<file path="src/rtl/tlul_pkg.sv">
// TL-UL request/response bundles and the A-channel user/integrity helper.
// The integrity code is a fold over the command and data fields.
package tlul_pkg;

  typedef enum logic [2:0] {
    PutFullData    = 3'h0,
    PutPartialData = 3'h1,
    Get            = 3'h4
  } tl_a_op_e;

  typedef enum logic [2:0] {
    AccessAck     = 3'h0,
    AccessAckData = 3'h1
  } tl_d_op_e;

  localparam logic [3:0] InstrTypeData = 4'h9;

  typedef struct packed {
    logic [4:0] rsvd;
    logic [3:0] instr_type;
    logic [6:0] cmd_intg;
    logic [6:0] data_intg;
  } tl_a_user_t;

  typedef struct packed {
    logic [6:0] rsp_intg;
    logic [6:0] data_intg;
  } tl_d_user_t;

  localparam tl_a_user_t TL_A_USER_DEFAULT = '{
    rsvd:       5'd0,
    instr_type: InstrTypeData,
    cmd_intg:   7'd0,
    data_intg:  7'd0
  };

  typedef struct packed {
    logic        a_valid;
    tl_a_op_e    a_opcode;
    logic [2:0]  a_param;
    logic [1:0]  a_size;
    logic [7:0]  a_source;
    logic [31:0] a_address;
    logic [3:0]  a_mask;
    logic [31:0] a_data;
    tl_a_user_t  a_user;
    logic        d_ready;
  } tl_h2d_t;

  typedef struct packed {
    logic        d_valid;
    tl_d_op_e    d_opcode;
    logic [2:0]  d_param;
    logic [1:0]  d_size;
    logic [7:0]  d_source;
    logic        d_sink;
    logic [31:0] d_data;
    tl_d_user_t  d_user;
    logic        d_error;
    logic        a_ready;
  } tl_d2h_t;

  function automatic logic [6:0] intg_fold(input logic [63:0] v);
    logic [6:0] r;
    r = '0;
    for (int i = 0; i < 64; i++) begin
      r = {r[5:0], r[6] ^ v[i]};
    end
    return r;
  endfunction

  function automatic tl_a_user_t a_user_gen(
    input tl_a_op_e    op,
    input logic [31:0] addr,
    input logic [3:0]  mask,
    input logic [31:0] data
  );
    tl_a_user_t u;
    u = TL_A_USER_DEFAULT;
    u.cmd_intg = intg_fold({17'd0, u.instr_type, addr, op, mask, 4'd0});
    u.data_intg = intg_fold({32'd0, data});
    return u;
  endfunction

endpackage

</file>
<file path="src/rtl/top_pkg.sv">
// Top-level address map constants shared across the SoC.
// Only the UART base is consumed by the console sequencer.
package top_pkg;

  localparam logic [31:0] UART_BASE = 32'h4000_0000;

endpackage

</file>
<file path="src/rtl/uart_seq_pkg.sv">
// Console sequencer states and UART register map.
// Offsets are relative to the UART base address.
package uart_seq_pkg;

  typedef enum logic [2:0] {
    CFG_REQ,
    CFG_RSP,
    IDLE,
    POLL_REQ,
    POLL_RSP,
    WR_REQ,
    WR_RSP,
    HALT
  } seq_state_e;

  localparam logic [31:0] UART_CTRL_OFF   = 32'h10;
  localparam logic [31:0] UART_STATUS_OFF = 32'h14;
  localparam logic [31:0] UART_WDATA_OFF  = 32'h1c;
  localparam int          STATUS_TXFULL_BIT = 0;

endpackage

</file>
<file path="src/rtl/uart_seq_fifo.sv">
// Byte FIFO with an extra pointer wrap bit to tell full from empty.
// Depth must be a power of two, at least 2.
module uart_seq_fifo #(
  parameter int Depth = 8
) (
  input  logic       clk_i,
  input  logic       rst_i,
  input  logic       push_i,
  input  logic [7:0] data_i,
  input  logic       pop_i,
  output logic [7:0] data_o,
  output logic       full_o,
  output logic       empty_o
);

  localparam int AW = $clog2(Depth);

  logic [7:0]  r_mem [Depth];
  logic [AW:0] r_wptr;
  logic [AW:0] r_rptr;
  logic        w_wr;
  logic        w_rd;

  assign w_wr = push_i && !full_o;
  assign w_rd = pop_i && !empty_o;

  always_ff @(posedge clk_i) begin
    if (rst_i) begin
      r_wptr <= '0;
      r_rptr <= '0;
    end else begin
      if (w_wr) r_wptr <= r_wptr + 1'b1;
      if (w_rd) r_rptr <= r_rptr + 1'b1;
    end
  end

  always_ff @(posedge clk_i) begin
    if (w_wr) r_mem[r_wptr[AW-1:0]] <= data_i;
  end

  assign data_o  = r_mem[r_rptr[AW-1:0]];
  assign empty_o = r_wptr == r_rptr;
  assign full_o  = (r_wptr[AW] != r_rptr[AW]) &&
                   (r_wptr[AW-1:0] == r_rptr[AW-1:0]);

endmodule

</file>
<file path="src/rtl/uart_tx_sequencer.sv">
// Configures the UART once, then drains console bytes into WDATA,
// polling STATUS.TXFULL before every write over a single TL-UL port.
module uart_tx_sequencer
  import tlul_pkg::*;
  import uart_seq_pkg::*;
#(
  parameter logic [31:0] UartBase  = top_pkg::UART_BASE,
  parameter logic [15:0] NcoVal    = 16'd1024,
  parameter int          FifoDepth = 8
) (
  input  logic        clk_i,
  input  logic        rst_i,
  input  logic        byte_valid_i,
  input  logic [7:0]  byte_data_i,
  output logic        byte_ready_o,
  output tl_h2d_t     tl_o,
  input  tl_d2h_t     tl_i,
  output logic        cfg_done_o,
  output logic        busy_o,
  output logic        err_o,
  output logic [15:0] tx_count_o
);

  seq_state_e  r_state;
  seq_state_e  w_next;
  logic        r_armed;
  logic        r_cfg_done;
  logic        r_err;
  logic [15:0] r_tx_cnt;

  logic        w_full;
  logic        w_empty;
  logic        w_push;
  logic        w_pop;
  logic [7:0]  w_head;
  logic        w_a_valid;
  logic        w_a_hs;
  tl_a_op_e    w_op;
  logic [31:0] w_addr;
  logic [31:0] w_data;
  logic        w_in_rsp;
  logic        w_d_ok;
  logic        w_d_bad;
  logic        w_unused_d;

  assign byte_ready_o = !w_full && (r_state != HALT);
  assign w_push = byte_valid_i && byte_ready_o;
  assign w_a_hs = w_a_valid && tl_i.a_ready;
  assign w_pop  = (r_state == WR_REQ) && w_a_hs;

  uart_seq_fifo #(
    .Depth (FifoDepth)
  ) u_fifo (
    .clk_i   (clk_i),
    .rst_i   (rst_i),
    .push_i  (w_push),
    .data_i  (byte_data_i),
    .pop_i   (w_pop),
    .data_o  (w_head),
    .full_o  (w_full),
    .empty_o (w_empty)
  );

  assign w_in_rsp = (r_state == CFG_RSP) ||
                    (r_state == POLL_RSP) ||
                    (r_state == WR_RSP);
  assign w_d_ok  = tl_i.d_valid && !tl_i.d_error;
  assign w_d_bad = tl_i.d_valid && tl_i.d_error;

  always_comb begin
    w_next    = r_state;
    w_a_valid = 1'b0;
    w_op      = PutFullData;
    w_addr    = UartBase + UART_CTRL_OFF;
    w_data    = {NcoVal, 15'b0, 1'b1};
    unique case (r_state)
      CFG_REQ: begin
        w_a_valid = r_armed;
        if (w_a_hs) w_next = CFG_RSP;
      end
      CFG_RSP: begin
        if (w_d_bad)     w_next = HALT;
        else if (w_d_ok) w_next = IDLE;
      end
      IDLE: begin
        if (!w_empty || w_push) w_next = POLL_REQ;
      end
      POLL_REQ: begin
        w_a_valid = 1'b1;
        w_op      = Get;
        w_addr    = UartBase + UART_STATUS_OFF;
        w_data    = '0;
        if (w_a_hs) w_next = POLL_RSP;
      end
      POLL_RSP: begin
        if (w_d_bad) begin
          w_next = IDLE;
        end else if (w_d_ok) begin
          if (tl_i.d_data[STATUS_TXFULL_BIT]) w_next = POLL_REQ;
          else                                w_next = WR_REQ;
        end
      end
      WR_REQ: begin
        w_a_valid = 1'b1;
        w_addr    = UartBase + UART_WDATA_OFF;
        w_data    = {24'b0, w_head};
        if (w_a_hs) w_next = WR_RSP;
      end
      WR_RSP: begin
        if (tl_i.d_valid) w_next = IDLE;
      end
      HALT: w_next = HALT;
      default: w_next = HALT;
    endcase
  end

  always_comb begin
    tl_o           = '0;
    tl_o.a_valid   = w_a_valid;
    tl_o.a_opcode  = w_op;
    tl_o.a_param   = 3'd0;
    tl_o.a_size    = 2'd2;
    tl_o.a_source  = 8'd0;
    tl_o.a_address = w_addr;
    tl_o.a_mask    = 4'hF;
    tl_o.a_data    = w_data;
    tl_o.a_user    = a_user_gen(w_op, w_addr, 4'hF, w_data);
    tl_o.d_ready   = 1'b1;
  end

  // r_armed holds off the first CTRL request for one cycle out of reset
  always_ff @(posedge clk_i) begin
    if (rst_i) begin
      r_state    <= CFG_REQ;
      r_armed    <= 1'b0;
      r_cfg_done <= 1'b0;
      r_err      <= 1'b0;
      r_tx_cnt   <= 16'd0;
    end else begin
      r_state <= w_next;
      r_armed <= 1'b1;
      if (r_state == CFG_RSP && w_d_ok) r_cfg_done <= 1'b1;
      if (w_in_rsp && w_d_bad) r_err <= 1'b1;
      if (r_state == WR_RSP && w_d_ok) r_tx_cnt <= r_tx_cnt + 16'd1;
    end
  end

  assign cfg_done_o = r_cfg_done;
  assign err_o      = r_err;
  assign tx_count_o = r_tx_cnt;
  assign busy_o     = (r_state != IDLE) || !w_empty;

  assign w_unused_d = ^{tl_i.d_opcode, tl_i.d_param, tl_i.d_size,
                        tl_i.d_source, tl_i.d_sink, tl_i.d_user,
                        tl_i.d_data[31:1]};

endmodule

</file>
<file path="config.mk">
export PLATFORM = sky130hd
export DESIGN_NAME = uart_tx_sequencer
export DESIGN_NICKNAME = d
export VERILOG_FILES = /design/src/rtl/tlul_pkg.sv /design/src/rtl/top_pkg.sv /design/src/rtl/uart_seq_pkg.sv /design/src/rtl/uart_seq_fifo.sv /design/src/rtl/uart_tx_sequencer.sv
export SDC_FILE = /design/constraint.sdc
export NUM_CORES = 1
export LEC_CHECK = 0
export CAP_MARGIN = 20
export CORE_MARGIN = 3
export CORE_UTILIZATION = 31
export CTS_BUF_LIST = sky130_fd_sc_hd__clkbuf_16
export CTS_CLUSTER_DIAMETER = 80
export DETAILED_ROUTE_END_ITERATION = 10
export PLACE_DENSITY = 0.69
export SLEW_MARGIN = 20
export SYNTH_ARGS = -nofsm -noshare
export SYNTH_HDL_FRONTEND = slang
export SYNTH_SLANG_ARGS = --single-unit
export TNS_END_PERCENT = 20
</file>
<file path="constraint.sdc">
create_clock -name clk_i -period 2.31 [get_ports clk_i]
set_input_delay 0.462 -clock clk_i [delete_from_list [all_inputs] [get_ports clk_i]]
set_output_delay 0.462 -clock clk_i [all_outputs]
set_load 0.01 [all_outputs]
</file>
==> reports/metrics.yaml <==
cts_made_buffers: 9
drt_pre_antenna_iters: 4
die_h_microns: 130
drt_wl_total_mm: 9.08
clkPwrFrac_pct: 38.8
ir_worst_vdd_uv: 349
post_drt_via_cell_ratio: 4.38
yosysSeqAreaShare_pct: 53.9
die-area_sq_um: 17000
place_ws_ps: -289
rsz0062_at_grt: "true"
grt_pass1_wl_mm: 14.2
swShare_pct: 23.6
grt-ovfl-total: 0
cts_max_level: 3
critical_path.max_fanout: 3
endpoint_kind: "primary output"
netlist_instances: 392
antenna_left: 0
grt_use_total_pct: 10.7
final_max_slew_viol_count: 0
dr_total_vias: 2881
drc: 0
crit_type: "flip-flop to primary output"
path_clk_slew_ps: 70
cap_violations: 0
arrival_ps: 1920
synth.area.top_cells: "edfxtp_1 40%, buf_4 15%, dfxtp_1 14%, mux4_2 7.5%, nor2_1 3.3%"
grt_max_degree: 28
multiInputGateArea_sq_um: 1800
p_seq_share_pct: 47.6
tns_ps: -120
syn2layout_area_growth_pct: 20.4
core_area_sq_um: 14800
ff_latch_area_sq_um: 2590
antenna_found_initial: 0
drt_iter0_drc: 153
worstSetupStartpointType: "flip-flop"
ioPinCount: 206
start_util_pct: 32.4
finalCriticalPeriod_ps: 2380
outcome: "finished, violations left"
skew_ps: 7.14
maxSlewHeadroom_pct: 55.9
synth_top_area_share_pct: 40.1
routabilityCongestion: 0.796
final_util_pct: 39.0
root_buffer: "clkbuf_16"
cts_tree: "yes"
pwr-share-comb_pct: 13.6
diodes: 0
layout.nets: 550
syn_area_sq_um: 4790
hold_buffers: 0
synth-main-ff-cell: "edfxtp_1"
fin_ws_ps: -73.9
worstPathRequired_ps: 1850
tightest_slew_ps: 654
violations: "negative setup slack"
ys_ff_latch: 97
clock_sinks: 97
synth_area_per_cell_sq_um: 12.2
clock_latency_ps: 330
leakagePower_uw: 0.00222
final_layout_size_suffix_gt1_share_pct: 23.2
yosys_warnings: 0
hold_viol: 0
wl_per_cell_microns: 13.8
final-setup-viol-count: 3
clockBufferDepth: 2
portBuffers: 57
async_flop_share_pct: 0
p_switching_uw: 952
rows: 44
dp_hpwl_mm: 6.52
fillers: 1413
holdCritPathClass: "flip-flop to flip-flop"
fmax_ghz: 0.419
die_w_microns: 130
p_int_uw: 3080
yosysTopAreaCell: "edfxtp_1"
grt_pass1_vias: 2769
synth_cell_types: 48
period_share_pct: 103
synth-edff-count: 64
cellPowerDensity_nw_per_um2: 698
## logic make-up after synthesis
logic type / after synthesis / synth area share, %
DFF: 97 / 53.9
and+or+nand+nor: 104 / 11.1
AOI/OAI and AO/OA: 21 / 3.08
buffers and inverters: 114 / 16.6
muxes: 27 / 9.81
xor gates and xnor gates: 24 / 4.54
adders and majority gates: 3 / 0.783
other: 2 / 0.157
## cells in the mapped netlist (all sizes together), types with 2 or more instances
| cell type | instances |
|---|---|
| a21oi | 7 |
| and3 | 7 |
| nand2b | 4 |
| buf | 102 |
| conb | 2 |
| xor2 | 18 |
| o21ai | 2 |
| nor2 | 42 |
| ha | 3 |
| and4 | 3 |
| dfxtp | 33 |
| or4 | 2 |
| nor3 | 3 |
| mux4 | 16 |
| edfxtp | 64 |
| nand4 | 5 |
| inv | 5 |
| mux2i | 11 |
| nand3 | 12 |
| a31oi | 3 |
| and2 | 2 |
| clkbuf | 7 |
| nand2 | 14 |
| or2 | 4 |
| xnor2 | 6 |
## what timing repair did
action                     4_1_cts  5_1_grt
buffers inserted                 1        0
resized for setup               85        7
setup endpoints to repair       23       18
pin swaps                        2        2
## flip-flops by register name (all words and copies together) (netlist names), named ones only
name	cells
cfg_done_o	1
err_o	1
r_armed	1
r_state	3
tx_count_o	16
u_fifo.r_mem	64
u_fifo.r_rptr	4
u_fifo.r_wptr	4
## through the flow
stage	hold WS [ps]	power [uW]	area [sq um]	cells
floorplan	456	2390	5110	476
global placement	462	2470	5410	642
detailed placement	463	2480	5410	642
CTS	482	4060	5770	658
global route	504	4190	5770	658
finish	477	4030	5770	658
## worst max-delay path, stage by stage, from the launching register on
cell and delay [ps]:
dfxtp_4 380, buf_12 110, mux4_2 520, mux2i_4 190, a21oi_2 100, xor2_1 140
buf_2 150
## layer usage
| metal | vias up | track usage [%] | wire length [microns] |
|---|---|---|---|
| met5 | - | 0 | 0 |
| met4 | 0 | 1.63 | 14 |
| met3 | 2 | 4.46 | 910 |
| met2 | 152 | 17.5 | 4310 |
| met1 | 1373 | 13.7 | 3850 |
| li1 | 1354 | - | - |
## cell usage in the layout (no fill, tap or decap), drive strengths merged, types with 11 or more instances in the layout
| master | count |
|---|---|
| clkbuf | 11 |
| nand2 | 14 |
| mux2i | 11 |
| mux4 | 16 |
| edfxtp | 64 |
| nand3 | 12 |
| conb | 86 |
| dfxtp | 33 |
| clkdlybuf4s50 | 36 |
| buf | 48 |
| xor2 | 18 |
| nor2 | 42 |
## power groups by stage
stage / clock network, uW / logic (uW) / registers (uW)
6_report: 1560 / 548 / 1920
5_1_grt: 1660 / 607 / 1920
4_1_cts: 1600 / 544 / 1920
3_5_place_dp: 0 / 530 / 1950
3_3_place_gp: 0 / 523 / 1950
2_1_floorplan: 0 / 439 / 1950
## cell type report
type	count	area share, %
Sequential cell	97	44.9
Multi-Input combinational cell	265	31.1
Timing Repair Buffer	92	14.2
Tap cell	184	3.99
Clock buffer	9	3.90
Clock inverter	6	1.54
Inverter	5	0.325
## worst paths after layout
path	start	to	slack [ps]	cells after the start
max reg2reg	r_state[0]$_SDFFE_PP0P_	u_fifo.r_mem[2][0]$_DFFE_PP_	250	7
min	err_o$_SDFFE_PP0P_	err_o$_SDFFE_PP0P_	480	2
max	flip-flop	tl_o[1]	-70	6
min reg2reg	err_o$_SDFFE_PP0P_	err_o$_SDFFE_PP0P_	480	2
(Power assumes the default switching activity.)
